===== src/rtl/game_board_ctrl.sv =====
// Tic-tac-toe board controller: cursor movement, mark placement, win/draw
// detection and per-player round scores, all outputs registered.
module game_board_ctrl #(
    parameter int SCORE_MAX = 9
) (
    input  logic        clk,
    input  logic        resetButton,
    input  logic        up_pulse,
    input  logic        down_pulse,
    input  logic        left_pulse,
    input  logic        right_pulse,
    input  logic        place_pulse,
    output logic [17:0] board,
    output logic [3:0]  cursor,
    output logic        turn,
    output logic [1:0]  game_state,
    output logic [1:0]  winner,
    output logic [3:0]  x_score,
    output logic [3:0]  o_score,
    output logic [3:0]  move_count
);

    typedef enum logic [1:0] {
        PLAY  = 2'b00,
        CHECK = 2'b01,
        WIN   = 2'b10,
        DRAW  = 2'b11
    } gameStateT;

    localparam logic [3:0] SCORE_CAP = 4'(SCORE_MAX);

    gameStateT   state, stateNext;
    logic [17:0] boardNext;
    logic [3:0]  cursorNext, xScoreNext, oScoreNext, moveCountNext;
    logic [1:0]  winnerNext, lineMark, cursorCol;
    logic        turnNext, startPlayer, startPlayerNext, cellEmpty;

    // Returns the mark owning a complete row, column or diagonal, or 00.
    function automatic logic [1:0] lineWinner(input logic [17:0] b);
        logic [1:0] c [9];
        logic [1:0] found;
        for (int i = 0; i < 9; i++) c[i] = b[2*i +: 2];
        found = 2'b00;
        for (int k = 0; k < 3; k++) begin
            if (c[3*k] != 2'b00 && c[3*k] == c[3*k+1] && c[3*k] == c[3*k+2]) found = c[3*k];
            if (c[k] != 2'b00 && c[k] == c[k+3] && c[k] == c[k+6]) found = c[k];
        end
        if (c[4] != 2'b00 && c[0] == c[4] && c[4] == c[8]) found = c[4];
        if (c[4] != 2'b00 && c[2] == c[4] && c[4] == c[6]) found = c[4];
        return found;
    endfunction

    assign lineMark   = lineWinner(board);
    assign game_state = state;

    always_comb begin
        cursorCol = 2'd2;
        case (cursor)
            4'd0, 4'd3, 4'd6: cursorCol = 2'd0;
            4'd1, 4'd4, 4'd7: cursorCol = 2'd1;
            default:          cursorCol = 2'd2;
        endcase
    end

    always_comb begin
        cellEmpty = 1'b0;
        for (int i = 0; i < 9; i++)
            if (cursor == 4'(i)) cellEmpty = (board[2*i +: 2] == 2'b00);
    end

    always_comb begin
        // NOTE: every next-value gets its hold default first so no path leaves
        // a variable unassigned, which would otherwise infer a latch.
        stateNext       = state;
        boardNext       = board;
        cursorNext      = cursor;
        turnNext        = turn;
        winnerNext      = winner;
        xScoreNext      = x_score;
        oScoreNext      = o_score;
        moveCountNext   = move_count;
        startPlayerNext = startPlayer;

        case (state)
            PLAY: begin
                if (place_pulse) begin
                    if (cellEmpty) begin
                        for (int i = 0; i < 9; i++)
                            if (cursor == 4'(i)) boardNext[2*i +: 2] = turn ? 2'b10 : 2'b01;
                        moveCountNext = move_count + 4'd1;
                        turnNext      = ~turn;
                        stateNext     = CHECK;
                    end
                end else if (up_pulse) begin
                    cursorNext = (cursor >= 4'd3) ? cursor - 4'd3 : cursor + 4'd6;
                end else if (down_pulse) begin
                    cursorNext = (cursor <= 4'd5) ? cursor + 4'd3 : cursor - 4'd6;
                end else if (left_pulse) begin
                    cursorNext = (cursorCol == 2'd0) ? cursor + 4'd2 : cursor - 4'd1;
                end else if (right_pulse) begin
                    cursorNext = (cursorCol == 2'd2) ? cursor - 4'd2 : cursor + 4'd1;
                end
            end
            CHECK: begin
                // A completed line wins even when it is the ninth mark.
                if (lineMark != 2'b00) begin
                    stateNext  = WIN;
                    winnerNext = lineMark;
                    if (lineMark == 2'b01 && x_score < SCORE_CAP) xScoreNext = x_score + 4'd1;
                    if (lineMark == 2'b10 && o_score < SCORE_CAP) oScoreNext = o_score + 4'd1;
                end else if (move_count == 4'd9) begin
                    stateNext  = DRAW;
                    winnerNext = 2'b11;
                end else begin
                    stateNext = PLAY;
                end
            end
            default: begin
                if (place_pulse) begin
                    stateNext       = PLAY;
                    boardNext       = '0;
                    moveCountNext   = 4'd0;
                    winnerNext      = 2'b00;
                    cursorNext      = 4'd4;
                    startPlayerNext = ~startPlayer;
                    turnNext        = ~startPlayer;
                end
            end
        endcase
    end

    always_ff @(posedge clk) begin
        // NOTE: state updates use non-blocking assignments so every flop samples
        // the pre-edge values regardless of statement order.
        if (resetButton) begin
            // NOTE: the board is an 18-bit flop vector rather than a RAM, so it
            // is cleared directly in reset along with the rest of the state.
            state       <= PLAY;
            board       <= '0;
            cursor      <= 4'd4;
            turn        <= 1'b0;
            winner      <= 2'b00;
            x_score     <= 4'd0;
            o_score     <= 4'd0;
            move_count  <= 4'd0;
            startPlayer <= 1'b0;
        end else begin
            state       <= stateNext;
            board       <= boardNext;
            cursor      <= cursorNext;
            turn        <= turnNext;
            winner      <= winnerNext;
            x_score     <= xScoreNext;
            o_score     <= oScoreNext;
            move_count  <= moveCountNext;
            startPlayer <= startPlayerNext;
        end
    end

endmodule


===== config.mk =====
export PLATFORM = sky130hd
export DESIGN_NAME = game_board_ctrl
export DESIGN_NICKNAME = d
export VERILOG_FILES = /design/src/rtl/game_board_ctrl.sv
export SDC_FILE = /design/constraint.sdc
export NUM_CORES = 1
export LEC_CHECK = 0
export ABC_AREA = 0
export CORE_MARGIN = 2
export CORE_UTILIZATION = 44
export CTS_CLUSTER_SIZE = 8
export DETAILED_ROUTE_END_ITERATION = 8
export HOLD_SLACK_MARGIN = 0.05
export PLACE_DENSITY = 0.71
export SLEW_MARGIN = 20
export SYNTH_ARGS = -nofsm -noshare
export SYNTH_HDL_FRONTEND = slang
export SYNTH_SLANG_ARGS = --single-unit

===== constraint.sdc =====
create_clock -name clk -period 7.4 [get_ports clk]
set_clock_uncertainty 0.2 [all_clocks]
set_input_delay 1.48 -clock clk [delete_from_list [all_inputs] [get_ports clk]]
set_output_delay 1.48 -clock clk [all_outputs]
set_load 0.05 [all_outputs]

# ---- Yosys cells after proc, flatten, opt, wreduce, memory -nomap -nowiden
# Index checks and enable logic that the tools add are counted.
dict set report word_totals {
  ramBits 0
  n_memories 0
  latch_bits 0
  ff_bits 40
  romBits 0
}
dict set report op_classes {
  shift 0
  n_reduce_logical 58
  n_eq_ne 43
  magnitude_cmp 4
  n_addsub 11
  n_mux 60
  div_mod_pow 0
  multipliers 0
  bitwise 5
}
# op n
set ops {}
lappend ops {{18-bit 2-to-1 mux} 3}
lappend ops {{4-bit 2-to-1 mux} 13}
lappend ops {{2-bit 2-to-1 mux} 25}
lappend ops {{4-bit AND reduction} 10}
lappend ops {{18-bit one-hot mux with 2 select lines} 1}
lappend ops {{2-bit equality test} 16}
lappend ops {{2-bit != test, second input constant} 12}
lappend ops {{2-bit logical NOT} 11}
lappend ops {{1-bit logical AND} 18}
lappend ops {{2-bit nonzero test} 9}
lappend ops {{4-bit by 1-bit adder with 4-bit output, second input constant} 4}
lappend ops {{4-bit by 3-bit equality test with 1-bit output, second input constant} 4}
lappend ops {{4-bit one-hot mux with 2 select lines} 2}
lappend ops {{3-bit AND reduction} 5}
lappend ops {{1-bit 2-to-1 mux} 12}
lappend ops {{2-bit one-hot mux with 2 select lines} 3}
lappend ops {{4-bit by 2-bit adder with 4-bit output, second input constant} 2}
lappend ops {{4-bit by 2-bit equality test with 1-bit output, second input constant} 2}
lappend ops {{4-bit equality test, second input constant} 2}
lappend ops {{4-bit < comparator, second input constant} 2}
lappend ops {{4-bit by 2-bit subtractor with 4-bit output, second input constant} 2}
lappend ops {{3-bit OR reduction} 2}
lappend ops {{5-bit != test, second input constant} 1}
lappend ops {{1-bit NOT} 5}
lappend ops {{13 further kinds} 15}

# ---- Longest topological paths before layout
dict set report depth {
  word_depth 14
  depth_mapped 12
}

# ---- Worst setup path after synthesis
# Ideal clock, no wire load.
dict set report synth_path {
  path_type {flip-flop to flip-flop}
  start {register cursor[0]}
  end {register cursor[2]}
  period_less_slack_ns 3.218
  setup_slack_ns 4.182
  path_stages_with_launch 11
  arrival_ns 2.886
  setup_time_ns 0.131
  path_buffers 2
  path_cell_list {dfxtp_1 buf_2 inv_1 ha_1 buf_2 or4b_1 a221oi_2 o21ai_0 mux2_2 o221ai_1 a32oi_1}
}
dict set report synth_via {
  elab_chain_cells 11
  word_cells_on_any_way 31
  cone_classes {add/sub: 8; order compare: 2; eq/ne: 6; mux: 11; reduce/logical: 4}
}
# element line_no
set synth_lines {}
lappend synth_lines {{from (decl)} 14} ;# output logic [3:0] cursor,
lappend synth_lines {{from (signal assigned)} 150} ;# cursor <= cursorNext;
lappend synth_lines {{4-bit by 1-bit equality test with 1-bit output, or another cell as far along} 58} ;# case (cursor)
lappend synth_lines {{3-bit OR reduction} 58}
lappend synth_lines {{2-bit one-hot mux with 2 select lines} 58}
lappend synth_lines {{2-bit equality test} 101} ;# cursorNext = (cursorCol == 2'd2) ? cursor - 4'd2 : cursor + 4'd1;
lappend synth_lines {{4-bit 2-to-1 mux} 101}
lappend synth_lines {{4-bit 2-to-1 mux} 100} ;# end else if (right_pulse) begin
lappend synth_lines {{4-bit 2-to-1 mux} 98} ;# end else if (left_pulse) begin
lappend synth_lines {{4-bit 2-to-1 mux} 96} ;# end else if (down_pulse) begin
lappend synth_lines {{4-bit 2-to-1 mux (*)} 94} ;# end else if (up_pulse) begin
lappend synth_lines {{4-bit 2-to-1 mux (*)} 86} ;# if (place_pulse) begin
lappend synth_lines {{4-bit one-hot mux with 2 select lines (*)} 84} ;# case (state)
# Mark *: on every way between the ends. The rest lies on a longest branch, timed or not. The select of a mux whose other input is x is not followed.
# A chain may end at the register's enable or synchronous reset.

# ---- Final worst setup path
dict set report layout_path {
  start {register cursor[2]}
  end {output port cursor[2]}
}
# No word-level cell between the ends.

==> flow_summary.yaml <==
run_status:
  status: "finished clean"
synth:
  synthTopCellsByArea: "dfxtp_1 (26%), ha_1 (6.9%), nand2_1 (6.3%)"
  synth_nets: 422
  ys_seq_area_share_pct: 26.0
  synth_edf_count: 0
  yosysWarnings: 0
  synth_top_area_share_pct: 26.0
  synthTopCellsByCount: "nand2_1 (52), dfxtp_1 (40), nor2_1 (23), a21oi_1 (22), nand3_1 (20)"
  synthCells: 398
  synthFlopType: "dfxtp_1"
  synth.distinct_cells: 70
  synth_top_cell_by_area: "dfxtp_1"
  netlist_area_sq_um: 3080
  async_reset_ff_share_pct: 0
  ys_ff_latch: 40
  avgSynthCellArea_sq_um: 7.74
  yosysMostFrequentCell: "nand2_1"
setup_path:
  critPathMaxFanout: 19
  endpoint_kind: "output pin"
  crit_required_ps: 5720
  crit_family: "buffers and inverters"
  crit_type: "reg -> out"
  max_stage_delay_ps: 930
  critPathBufInv: 1
  critPathSlowestCell: "clkdlybuf4s50_1"
  startpoint_type: "flip-flop"
  reg2reg_slack_ps: 3920
  cp.arrival_ps: 1960
  path_cells: "clkdlybuf4s50_1"
clock_tree:
  ctsResizeCount: 0
  cts_buffers: 5
  clk_pin_slew_ps: 80
  post_cts_buffers: 0
  cts.path.max_buffers: 2
  hold_buffers: 0
  cts_max_level: 2
  cts_tree: "yes"
  cts.sinks: 40
  clock_latency_ps: 290
  cts-root-buf: "clkbuf_8"
routing:
  drt-vias-per-instance: 5.95
  drtIter0Drc: 242
  wl_met1_mm: 4.03
  drt-total-wl_mm: 8.38
  firstDrtPassIters: 4
  wl_met3_um: 451
  routedWlPerCell_um: 16.0
  postRouteAntennaNets: 0
  wl_met2_mm: 3.84
  routed.top_layer: "met4"
  drc: 0
  via_count: 3117
hold_path:
  hold_class: "reg -> reg"
sta:
  tns_ps: 0
  fmaxAchievable_mhz: 274
  period_share_pct: 49.2
  drv_slew: 0
  tightest_slew_ps: 925
  hold_viol_final: 0
  slew-limit-headroom_pct: 38.4
  post-route-min-period_ps: 3640
  hold_ws_ps: 257
  rsz0062_at_grt: "no"
  setup_viol: 0
pwr:
  p_per_area_nw_per_um2: 339
  peakVddDrop_mv: 0.219
  power.leakage_nw: 1.37
grt:
  grt_first_pass_wirelength_mm: 14.1
  grt_pass1_vias: 2936
  antenna_found_initial: 0
  grt_use_total_pct: 22.6
  grt_max_degree: 25
  gr-total-overflow: 0
place:
  post-dp-hpwl_mm: 6.01
  place_congestion: 0.824
  port_buffers: 45
  dp.cells: 516
run:
  drv_cap: 0
die:
  initial_core_util_pct: 45.3
  dieWidth_um: 87.7
  placement_rows: 30
  die-height_um: 87.7
  ios: 46
  dieArea_sq_um: 7680
  placeableCoreArea_sq_um: 6790
cells_and_area:
  layout-drive-gt1-share_pct: 5.14
  fill_cells: 662
  antenna_cells: 0
  syn2layout_area_growth_pct: 18.1
  final-instance-count-excl-fill: 524
  final_nets: 451
==> registers in the layout, indices dropped and copies added, names as in the netlist <==
name and flops:
move_count 4, turn 1, x_score 4, winner 2
startPlayer 1, cursor 4, o_score 4, board 18
game_state 2
==> worst paths after layout <==
check,from,to,cells after the start
hold reg to reg,winner[0],winner[0],2
setup / recovery,cursor[2],cursor[2],1
hold / removal,winner[0],winner[0],2
setup reg to reg,cursor[1],board[8],8
==> where the power goes <==
part / internal [mW] / switching (mW)
clock network: 0.0758 / 0.0778
logic: 0.282 / 0.466
registers: 0.245 / 0.0856
total: 0.603 / 0.629
==> kinds of logic after synthesis <==
logic type	count (synthesis)	synth area share, %
mux	21	6.91
xor+xnor	4	1.14
compound gates	99	23.0
fa+ha+maj	17	6.91
flops	40	26.0
buf+inv	39	5.61
simple gates	178	30.4
==> layer usage <==
metal	global-route usage (%)	up-vias
met5	0	-
met4	4.20	0
met3	3.49	11
met2	37.4	103
met1	31.5	1479
li1	-	1524
==> layout by cell type (no fill, tap or decap), drive strengths merged, types with 4 or more instances in the layout <==
cell type      instances
a211oi                 5
a21o                   5
a21oi                 22
and3                   7
clkbuf                 7
clkdlybuf4s50         45
dfxtp                 40
ha                    17
inv                   16
mux2i                 19
nand2                 52
nand2b                 9
nand3                 20
nand4                  6
nor2                  23
nor2b                  8
nor3                  18
o21ai                 21
o311ai                 4
or2                    4
or3                   13
xnor2                  4
==> metrics by stage <==
| step | instance area, sq um | setup slack, ps | power, mW | utilization [%] |
|---|---|---|---|---|
| detailed placement | 3540 | 3460 | 1.07 | 52.1 |
| floorplan | 3080 | 4180 | 0.891 | - |
| global route | 3640 | 3550 | 1.31 | 53.5 |
| finish | 3640 | 3760 | 1.23 | 53.5 |
| CTS | 3640 | 3740 | 1.22 | 53.5 |
| global placement | 3540 | 3450 | 1.06 | 52.1 |
==> area by class of cell <==
type / instances / area (sq um) / share of cell area, %
Clock buffer: 7 / 86.3 / 2.37
Clock inverter: 1 / 7.51 / 0.206
Inverter: 16 / 60.1 / 1.65
Multi-Input combinational cell: 319 / 2110 / 58.1
Sequential cell: 40 / 801 / 22.0
Tap cell: 96 / 120 / 3.30
Timing Repair Buffer: 45 / 450 / 12.4
Power figures use the tool's default switching activity.
